===== src/rtl/manual_drive_if.sv =====
// Operator-switch inputs and registered drive outputs of the manual drive controller.
interface manual_drive_if #(
    parameter int unsigned MILE_W = 24
);
    logic              power_btn;
    logic              mode_manual;
    logic              throttle;
    logic              clutch;
    logic              brake;
    logic              reverse;
    logic              turn_left;
    logic              turn_right;
    logic              power_state;
    logic [1:0]        drive_state;
    logic              move_forward_signal;
    logic              move_backward_signal;
    logic              turn_left_signal;
    logic              turn_right_signal;
    logic              turn_left_light;
    logic              turn_right_light;
    logic [MILE_W-1:0] mileage;

    modport master (
        output power_btn, mode_manual, throttle, clutch, brake, reverse, turn_left, turn_right,
        input  power_state, drive_state, move_forward_signal, move_backward_signal,
               turn_left_signal, turn_right_signal, turn_left_light, turn_right_light, mileage
    );

    modport slave (
        input  power_btn, mode_manual, throttle, clutch, brake, reverse, turn_left, turn_right,
        output power_state, drive_state, move_forward_signal, move_backward_signal,
               turn_left_signal, turn_right_signal, turn_left_light, turn_right_light, mileage
    );
endinterface


===== src/rtl/manual_drive_ctrl.sv =====
// Power-button handling, manual drive FSM, turn-light blinker and odometer.
module manual_drive_ctrl #(
    parameter int unsigned POWER_HOLD_CYCLES = 100_000_000,
    parameter int unsigned BLINK_HALF_CYCLES = 50_000_000,
    parameter int unsigned MILE_TICK_CYCLES  = 100_000_000,
    parameter int unsigned MILE_W            = 24
) (
    input  logic          clk,
    input  logic          rst,
    manual_drive_if.slave bus
);
    localparam logic [1:0] NOT_STARTING = 2'b00;
    localparam logic [1:0] STARTING     = 2'b01;
    localparam logic [1:0] MOVING       = 2'b10;

    localparam int unsigned HOLD_W  = (POWER_HOLD_CYCLES > 1) ? $clog2(POWER_HOLD_CYCLES) : 1;
    localparam int unsigned BLINK_W = (BLINK_HALF_CYCLES > 1) ? $clog2(BLINK_HALF_CYCLES) : 1;
    localparam int unsigned MCNT_W  = (MILE_TICK_CYCLES > 1) ? $clog2(MILE_TICK_CYCLES) : 1;

    logic               power_q, power_d;
    logic [HOLD_W-1:0]  hold_q, hold_d;
    logic               arm_q, arm_d;
    logic [1:0]         drive_q, drive_d;
    logic               reverse_q;
    logic               move_fwd_q, move_fwd_d;
    logic               move_bwd_q, move_bwd_d;
    logic               tl_sig_q, tl_sig_d;
    logic               tr_sig_q, tr_sig_d;
    logic               tl_light_q, tl_light_d;
    logic               tr_light_q, tr_light_d;
    logic [BLINK_W-1:0] blink_l_q, blink_l_d;
    logic [BLINK_W-1:0] blink_r_q, blink_r_d;
    logic [MCNT_W-1:0]  mile_cnt_q, mile_cnt_d;
    logic [MILE_W-1:0]  mileage_q, mileage_d;
    logic               stall;
    logic               power_on;
    logic               power_off;

    // State register for all controller state.
    always_ff @(posedge clk) begin
        if (rst) begin
            power_q    <= 1'b0;
            hold_q     <= '0;
            arm_q      <= 1'b0;
            drive_q    <= NOT_STARTING;
            reverse_q  <= 1'b0;
            move_fwd_q <= 1'b0;
            move_bwd_q <= 1'b0;
            tl_sig_q   <= 1'b0;
            tr_sig_q   <= 1'b0;
            tl_light_q <= 1'b0;
            tr_light_q <= 1'b0;
            blink_l_q  <= '0;
            blink_r_q  <= '0;
            mile_cnt_q <= '0;
            mileage_q  <= '0;
        end else begin
            power_q    <= power_d;
            hold_q     <= hold_d;
            arm_q      <= arm_d;
            drive_q    <= drive_d;
            reverse_q  <= bus.reverse;
            move_fwd_q <= move_fwd_d;
            move_bwd_q <= move_bwd_d;
            tl_sig_q   <= tl_sig_d;
            tr_sig_q   <= tr_sig_d;
            tl_light_q <= tl_light_d;
            tr_light_q <= tr_light_d;
            blink_l_q  <= blink_l_d;
            blink_r_q  <= blink_r_d;
            mile_cnt_q <= mile_cnt_d;
            mileage_q  <= mileage_d;
        end
    end

    // Next-state: power sequencing, stall detection, drive FSM, odometer and blink.
    always_comb begin
        power_d    = power_q;
        hold_d     = hold_q;
        arm_d      = arm_q;
        drive_d    = NOT_STARTING;
        mile_cnt_d = mile_cnt_q;
        mileage_d  = mileage_q;
        blink_l_d  = blink_l_q;
        blink_r_d  = blink_r_q;
        tl_light_d = tl_light_q;
        tr_light_d = tr_light_q;
        stall      = 1'b0;
        power_on   = 1'b0;
        power_off  = 1'b0;

        // Odometer runs on the cycle the car is already moving.
        if (drive_q == MOVING) begin
            if (mile_cnt_q == MCNT_W'(MILE_TICK_CYCLES - 1)) begin
                mile_cnt_d = '0;
                if (mileage_q != {MILE_W{1'b1}}) begin
                    mileage_d = mileage_q + MILE_W'(1);
                end
            end else begin
                mile_cnt_d = mile_cnt_q + MCNT_W'(1);
            end
        end

        if (!power_q) begin
            if (!bus.power_btn) begin
                hold_d = '0;
            end else if (hold_q == HOLD_W'(POWER_HOLD_CYCLES - 1)) begin
                power_on = 1'b1;
            end else begin
                hold_d = hold_q + HOLD_W'(1);
            end
        end else begin
            hold_d = '0;
            if (bus.mode_manual) begin
                case (drive_q)
                    NOT_STARTING: stall = bus.throttle & ~bus.clutch & ~bus.brake;
                    MOVING:       stall = (bus.reverse != reverse_q) & ~bus.clutch;
                    default:      stall = 1'b0;
                endcase
            end
            power_off = (bus.power_btn & arm_q) | stall;
            if (!bus.power_btn) begin
                arm_d = 1'b1;
            end
            if (!power_off && bus.mode_manual) begin
                case (drive_q)
                    NOT_STARTING: drive_d = (bus.throttle & bus.clutch & ~bus.brake) ? STARTING : NOT_STARTING;
                    STARTING: begin
                        if (bus.brake)                        drive_d = NOT_STARTING;
                        else if (bus.throttle && !bus.clutch) drive_d = MOVING;
                        else                                  drive_d = STARTING;
                    end
                    MOVING: begin
                        if (bus.brake)                        drive_d = NOT_STARTING;
                        else if (bus.clutch || !bus.throttle) drive_d = STARTING;
                        else                                  drive_d = MOVING;
                    end
                    default: drive_d = NOT_STARTING;
                endcase
            end
        end

        if (power_on) begin
            power_d   = 1'b1;
            hold_d    = '0;
            arm_d     = 1'b0;
            mileage_d = '0;
        end
        if (power_off) begin
            power_d = 1'b0;
            hold_d  = '0;
            arm_d   = 1'b0;
        end

        move_fwd_d = (drive_d == MOVING) & ~bus.reverse;
        move_bwd_d = (drive_d == MOVING) & bus.reverse;
        tl_sig_d   = power_d & bus.mode_manual & bus.turn_left & ~bus.turn_right;
        tr_sig_d   = power_d & bus.mode_manual & bus.turn_right & ~bus.turn_left;

        // Left blinker: light on at request, toggles each half period, off when dropped.
        if (tl_sig_d && !tl_sig_q) begin
            tl_light_d = 1'b1;
            blink_l_d  = '0;
        end else if (tl_sig_d) begin
            if (blink_l_q == BLINK_W'(BLINK_HALF_CYCLES - 1)) begin
                tl_light_d = ~tl_light_q;
                blink_l_d  = '0;
            end else begin
                blink_l_d = blink_l_q + BLINK_W'(1);
            end
        end else begin
            tl_light_d = 1'b0;
            blink_l_d  = '0;
        end

        // Right blinker, mirror of the left one.
        if (tr_sig_d && !tr_sig_q) begin
            tr_light_d = 1'b1;
            blink_r_d  = '0;
        end else if (tr_sig_d) begin
            if (blink_r_q == BLINK_W'(BLINK_HALF_CYCLES - 1)) begin
                tr_light_d = ~tr_light_q;
                blink_r_d  = '0;
            end else begin
                blink_r_d = blink_r_q + BLINK_W'(1);
            end
        end else begin
            tr_light_d = 1'b0;
            blink_r_d  = '0;
        end
    end

    assign bus.power_state          = power_q;
    assign bus.drive_state          = drive_q;
    assign bus.move_forward_signal  = move_fwd_q;
    assign bus.move_backward_signal = move_bwd_q;
    assign bus.turn_left_signal     = tl_sig_q;
    assign bus.turn_right_signal    = tr_sig_q;
    assign bus.turn_left_light      = tl_light_q;
    assign bus.turn_right_light     = tr_light_q;
    assign bus.mileage              = mileage_q;
endmodule

===== src/flat_wrapper.sv =====
// flat-port wrapper written by rule: the top's interface ports become plain ports
module manual_drive_ctrl_flat 
#(
    parameter int unsigned POWER_HOLD_CYCLES = 100_000_000,
    parameter int unsigned BLINK_HALF_CYCLES = 50_000_000,
    parameter int unsigned MILE_TICK_CYCLES  = 100_000_000,
    parameter int unsigned MILE_W            = 24
)
  (clk, rst, bus_power_btn, bus_mode_manual, bus_throttle, bus_clutch, bus_brake, bus_reverse, bus_turn_left, bus_turn_right, bus_power_state, bus_drive_state, bus_move_forward_signal, bus_move_backward_signal, bus_turn_left_signal, bus_turn_right_signal, bus_turn_left_light, bus_turn_right_light, bus_mileage);
  manual_drive_if #(.MILE_W(MILE_W)) bus_i ();
  input  logic clk;
  input  logic rst;
  input wire logic [$bits(bus_i.power_btn)-1:0] bus_power_btn;
  input wire logic [$bits(bus_i.mode_manual)-1:0] bus_mode_manual;
  input wire logic [$bits(bus_i.throttle)-1:0] bus_throttle;
  input wire logic [$bits(bus_i.clutch)-1:0] bus_clutch;
  input wire logic [$bits(bus_i.brake)-1:0] bus_brake;
  input wire logic [$bits(bus_i.reverse)-1:0] bus_reverse;
  input wire logic [$bits(bus_i.turn_left)-1:0] bus_turn_left;
  input wire logic [$bits(bus_i.turn_right)-1:0] bus_turn_right;
  output wire logic [$bits(bus_i.power_state)-1:0] bus_power_state;
  output wire logic [$bits(bus_i.drive_state)-1:0] bus_drive_state;
  output wire logic [$bits(bus_i.move_forward_signal)-1:0] bus_move_forward_signal;
  output wire logic [$bits(bus_i.move_backward_signal)-1:0] bus_move_backward_signal;
  output wire logic [$bits(bus_i.turn_left_signal)-1:0] bus_turn_left_signal;
  output wire logic [$bits(bus_i.turn_right_signal)-1:0] bus_turn_right_signal;
  output wire logic [$bits(bus_i.turn_left_light)-1:0] bus_turn_left_light;
  output wire logic [$bits(bus_i.turn_right_light)-1:0] bus_turn_right_light;
  output wire logic [$bits(bus_i.mileage)-1:0] bus_mileage;
  assign bus_i.power_btn = bus_power_btn;
  assign bus_i.mode_manual = bus_mode_manual;
  assign bus_i.throttle = bus_throttle;
  assign bus_i.clutch = bus_clutch;
  assign bus_i.brake = bus_brake;
  assign bus_i.reverse = bus_reverse;
  assign bus_i.turn_left = bus_turn_left;
  assign bus_i.turn_right = bus_turn_right;
  assign bus_power_state = bus_i.power_state;
  assign bus_drive_state = bus_i.drive_state;
  assign bus_move_forward_signal = bus_i.move_forward_signal;
  assign bus_move_backward_signal = bus_i.move_backward_signal;
  assign bus_turn_left_signal = bus_i.turn_left_signal;
  assign bus_turn_right_signal = bus_i.turn_right_signal;
  assign bus_turn_left_light = bus_i.turn_left_light;
  assign bus_turn_right_light = bus_i.turn_right_light;
  assign bus_mileage = bus_i.mileage;
  manual_drive_ctrl #(.POWER_HOLD_CYCLES(POWER_HOLD_CYCLES), .BLINK_HALF_CYCLES(BLINK_HALF_CYCLES), .MILE_TICK_CYCLES(MILE_TICK_CYCLES), .MILE_W(MILE_W)) u_core (.clk(clk), .rst(rst), .bus(bus_i));
endmodule

===== config.mk =====
export PLATFORM = sky130hd
export DESIGN_NAME = manual_drive_ctrl_flat
export DESIGN_NICKNAME = d
export VERILOG_FILES = /design/src/rtl/manual_drive_if.sv /design/src/rtl/manual_drive_ctrl.sv /design/src/flat_wrapper.sv
export SDC_FILE = /design/constraint.sdc
export NUM_CORES = 1
export LEC_CHECK = 0
export ABC_AREA = 1
export CAP_MARGIN = 20
export CORE_ASPECT_RATIO = 0.6
export CORE_MARGIN = 5
export CORE_UTILIZATION = 52
export DETAILED_ROUTE_END_ITERATION = 6
export GPL_TIMING_DRIVEN = 0
export PLACE_DENSITY_LB_ADDON = 0.2
export SYNTH_ARGS = -nofsm -noshare
export SYNTH_HDL_FRONTEND = slang
export SYNTH_SLANG_ARGS = --single-unit

===== constraint.sdc =====
create_clock -name clk -period 3.7 [get_ports clk]
set_input_delay 0.74 -clock clk [delete_from_list [all_inputs] [get_ports clk]]
set_output_delay 0.74 -clock clk [all_outputs]
set_load 0.02 [all_outputs]

== Word-level counts from Yosys, hierarchy flattened ==
Cells that the tools add are included.

* Bits of input ports: 10
* Flip-flop bits (word level): 141
* Output and inout bits: 33

* Mux-type cells: 24
* Equality and inequality tests: 11
* Bitwise gates (word level): 24
* Reduce and logical (&&, ||, !) cells: 18
* Add/subtract/negate cells: 5

{| class="wikitable"
|+ Operators by type and width
! operator !! number
|-
| $add A27 B1 Y27 const B || 2
|-
| $eq A27 B27 Y1 const B || 2
|-
| $add A26 B1 Y26 const B || 2
|-
| $eq A26 B26 Y1 const B || 2
|-
| $mux W27 || 1
|-
| $add A24 B1 Y24 const B || 1
|-
| $ne A24 B24 Y1 const B || 1
|-
| $mux W1 || 15
|-
| $and A1 B1 Y1 || 13
|-
| $mux W2 || 6
|-
| $not A1 Y1 || 10
|-
| $reduce_or A4 Y1 || 2
|-
| $ne A3 B3 Y1 const B || 2
|-
| $pmux W2 S3 || 1
|-
| $logic_not A1 Y1 || 5
|-
| $reduce_or A5 Y1 || 1
|-
| $eq A2 B2 Y1 const B || 2
|-
| $logic_and A1 B1 Y1 || 4
|-
| $reduce_and A3 Y1 || 1
|-
| $reduce_or A3 Y1 || 1
|-
| $eq A2 B1 Y1 const B || 1
|-
| $logic_not A2 Y1 || 1
|-
| $pmux W1 S2 || 1
|-
| $reduce_and A2 Y1 || 1
|-
| 4 further kinds || 4
|}

== Depth between registers and ports, before layout ==
* Depth after elaboration: 14
* Depth in mapped cells: 12

== Worst setup path after synthesis ==
Ideal clock, no wire load.

* Path type: reg-to-reg
* From: register u_core.mileage_q[0] (netlist: u_core.bus.mileage[0])
* To: register u_core.mileage_q[15] (netlist: u_core.bus.mileage[15])
* Path slack: 1.816 ns
* Buffers on the path: 1
* Data required time: 3.568 ns
* Period minus slack after synthesis: 1.884 ns
* Stages on the path, launching flop included: 12
* Data arrival time: 1.752 ns
* Path through: dfxtp_1 ha_1 nand2_1 nor2_4 nand2_2 nor2_4 nand2_4 nand3_4 inv_4 buf_6 nand2_1 a21oi_1

* Cells in the longest elaborated chain, start to end: 2
* Elaborated cells on any way between the ends: 3
* Classes of those cells: add/sub: 1; eq/ne: 1; reduce/logical: 1

{| class="wikitable"
|+ Ends and longest elaborated chain
! item !! line !! source
|-
| start: declaration || manual_drive_ctrl.sv:34 || <nowiki>logic [MILE_W-1:0] mileage_q, mileage_d;</nowiki>
|-
| start signal: assignment || manual_drive_ctrl.sv:72 || <nowiki>mileage_q <= mileage_d;</nowiki>
|-
| branches (longest 2 deep; another with $add A24 B1 Y24) || -- ||
|}

Several ways; the timed one is not identified.
A chain may end at the register's enable or synchronous reset.

== Worst setup path after layout ==
* From: register u_core.mileage_q[19] (netlist: u_core.bus.mileage[19])
* To: output port bus_mileage[19]

{| class="wikitable"
|+ RTL lines
! item !! line !! source
|-
| end: declaration || flat_wrapper.sv:29 || <nowiki>output wire logic [$bits(bus_i.mileage)-1:0] bus_mileage;</nowiki>
|}

No word-level cell between the ends.

==> results.yml <==
status:
  status: "finished clean"
yosys:
  synthArstFlopShare_pct: 0
  avgSynthCellArea_um2: 6.445
  ys_ff_latch: 141
  syn_area_mm2: 0.007656
  syn-num-nets: 1203
  synth_ff_type: "dfxtp_1"
  yosysSeqAreaShare_pct: 36.87
  ys_types: 37
  netlist_instances: 1188
  synth_edf_count: 0
  ys_warn_count: 0
clocking:
  post-cts-setup-buffers: 0
  clock-sinks: 141
  cts_buffers: 17
  post_cts_resized: 0
  tritoncts: "built"
  insertion_delay_ns: 0.41
  cts-root-buf: "clkbuf_16"
  h-tree-depth: 4
  clk_pin_slew_ns: 0.06
  postCtsHoldBufs: 0
  clk_path_buf_depth: 2
timing:
  max_clock_freq_mhz: 434.5
  setup_ws_ns: 1.399
  hold_slack_ns: 0.4623
  tns_ns: 0
  timing.slew.headroom_pct: 54.42
  fin_crit_sh_pct: 62.20
  fin_crit_ns: 2.301
  slew_violations: 0
  worst_pin_slew_ns: 0.6766
  finClkSkew_ns: 0.01200
  rsz0062_at_grt: "false"
  setup_viol: 0
  finalHoldViolCount: 0
placement:
  placed_area_mm2: 0.008314
  preCtsSetupSlack_ns: 1.042
  globalplace.congestion: 0.9633
  port_buffers: 41
  dp.final_hpwl_mm: 14.71
worst_setup_path:
  path_buf_inv: 1
  cp_slowest_stage_delay_ns: 0.67
  crit_type: "flip-flop to primary output"
  crit_path_end_kind: "primary output"
  cp_slowest_cell: "clkdlybuf4s50_1"
  critPathRequiredTime_ns: 2.96
  cp-start-kind: "flip-flop"
  path_max_fanout: 7
  cpLargestDelayFamily: "buffers and inverters"
  worst_ep_arrival_time_ns: 1.56
  cp_cell_sequence: "clkdlybuf4s50_1"
grt:
  grt_start_max_net_pins: 17
  antenna_found_initial: 0
  grt_pass1_vias: 6591
  grt_pass1_wl_mm: 32.92
  overflow: 0
  grt_usage_pct: 22.50
floorplanning:
  rows: 34
  start_util_pct: 52.93
  die_height_um: 104.0
  fp.coreArea_mm2: 0.01446
  die_w_um: 166.7
  ios: 43
  die_area_mm2: 0.01733
power:
  p_leak_nw: 3.154
  vdd_drop_max_mv: 0.2468
  p_per_area_mw_per_mm2: 358.0
  power_mw: 3.175
final_layout:
  num_antenna_cells: 0
  drive_gt1_share_pct: 5.710
  area_delta_synth_final_pct: 15.84
  multi_input_area_mm2: 0.004119
  nNetsFinal: 1263
  fill_cells: 1331
  fin_area_mm2: 0.008869
  regArea_mm2: 0.002823
worst_hold_path:
  hold_class: "flip-flop to flip-flop"
detailed_routing:
  drc: 0
  wirelength_mm: 19.50
  ant_nets: 0
  num_vias: 7576
  firstDrtPassIters: 7
  drt-initial-drc-count: 774
  drt-wirelength-per-cell_um: 13.36
  vias_per_cell: 5.193
job:
  drv_cap: 0
-- stage by stage --
| stage | utilization (%) | instances |
|---|---|---|
| after floorplan | - | 1188 |
| after global placement | 57.48 | 1427 |
| after detailed placement | 57.48 | 1427 |
| after CTS | 61.31 | 1459 |
| after global routing | 61.31 | 1459 |
| final | 61.31 | 1459 |
-- cell families after synthesis --
family                   Yosys count  synth area share (%)
AO/OA/AOI/OAI                     96                 6.521
XOR/XNOR                          41                 4.690
adder cells (fa/ha/maj)            5                0.8171
buffers and inverters            177                 9.332
flip-flops                       141                 36.87
AND/OR/NAND/NOR                  728                 41.77
-- flip-flops by register name (all words and copies together), names as in the netlist --
name                             cells
u_core.bus.drive_state               2
u_core.bus.power_state               1
u_core.hold_q                       27
u_core.bus.turn_right_light          1
u_core.bus.turn_right_signal         1
u_core.bus.move_backward_signal      1
u_core.bus.turn_left_light           1
u_core.mile_cnt_q                   27
u_core.bus.mileage                  24
u_core.arm_q                         1
u_core.bus.turn_left_signal          1
u_core.blink_r_q                    26
u_core.reverse_q                     1
u_core.blink_l_q                    26
u_core.bus.move_forward_signal       1
-- final timing paths --
kind / endpoint / depth (start not counted) / slack, ns / start
max reg2reg: u_core.hold_q[6] / 9 / 1.42 / u_core.hold_q[1]
max: bus_mileage[19] / 1 / 1.40 / u_core.bus.mileage[19]
min reg2reg: u_core.blink_r_q[25] / 2 / 0.46 / u_core.blink_r_q[25]
min: u_core.blink_r_q[25] / 2 / 0.46 / u_core.blink_r_q[25]
-- where the power goes --
part | leakage (nW) | internal (mW) | switching [mW]
clock | 0.276 | 0.956 | 0.650
combinational | 1.74 | 0.0156 | 0.0325
sequential | 1.14 | 1.52 | 0.00109
-- per-layer routing --
layer  GRT usage, %  vias to the layer above  part of all wire [%]
met5              0                        -                     0
met4          4.612                        0                  0.88
met3          4.406                       21                   7.9
met2          28.93                      265                    36
met1          37.50                     3399                    55
li1               -                     3891                     -
-- cells in the final DEF, fill, tap and decap left out, types with 2 or more instances in the layout --
cell type          n
a31oi_1            3
o21ai_0           14
a21oi_1           73
ha_1               5
nor2_1           203
nand3b_1           7
nand4_1           31
buf_6              5
nand2_2            4
nor3b_1            5
clkinv_4           3
nand3_1           73
or2_2              9
buf_2              8
xnor2_1            6
nor2_2             2
clkbuf_8           2
nor2_4             3
xor2_1            35
and2_1             2
nand2_1          312
clkinv_2           6
nor3_2             4
nor4_1             3
clkbuf_1           7
nor3_1            62
and3_1             2
dfxtp_1          141
nand4_4            2
clkdlybuf4s50_1   41
clkbuf_16         17
a211oi_1           3
inv_1            157
-- area by class of cell --
cell class                      count  share of cell area [%]
Multi-Input combinational cell    870                   46.44
Sequential cell                   141                   31.83
Inverter                          159                   6.758
Clock buffer                       21                   5.192
Timing Repair Buffer               41                   4.628
Tap cell                          198                   2.793
Buffer                             18                   1.298
Clock inverter                     11                   1.058
-- worst register-to-register path, stage by stage (launching register included) --
cell and delay, ns:
dfxtp_1 0.37, ha_1 0.27, nand2_1 0.11, nor2_2 0.16
nand2_2 0.14, nor2_2 0.14, nand2_1 0.23, nand3_1 0.35
buf_2 0.32, a31oi_1 0.07
-- Yosys cell counts, types with 3 or more instances --
master | n | area share [%]
a211oi_1 | 3 | 0.29
ha_1 | 5 | 0.82
nor3_1 | 62 | 4.1
nand3_1 | 73 | 4.8
inv_1 | 157 | 7.7
nor4_1 | 3 | 0.25
nand2_2 | 4 | 0.33
nor3_2 | 4 | 0.52
nand2_1 | 312 | 15
nor3b_1 | 5 | 0.49
buf_2 | 8 | 0.52
or2_2 | 9 | 0.74
a21oi_1 | 73 | 4.8
o21ai_0 | 14 | 0.92
nor2_1 | 203 | 10
nand4_1 | 31 | 2.5
dfxtp_1 | 141 | 37
nor2_4 | 3 | 0.44
xor2_1 | 35 | 4.0
buf_6 | 5 | 0.74
xnor2_1 | 6 | 0.69
nand3b_1 | 7 | 0.69
clkbuf_1 | 5 | 0.25
a31oi_1 | 3 | 0.25
(Power assumes the default switching activity.)
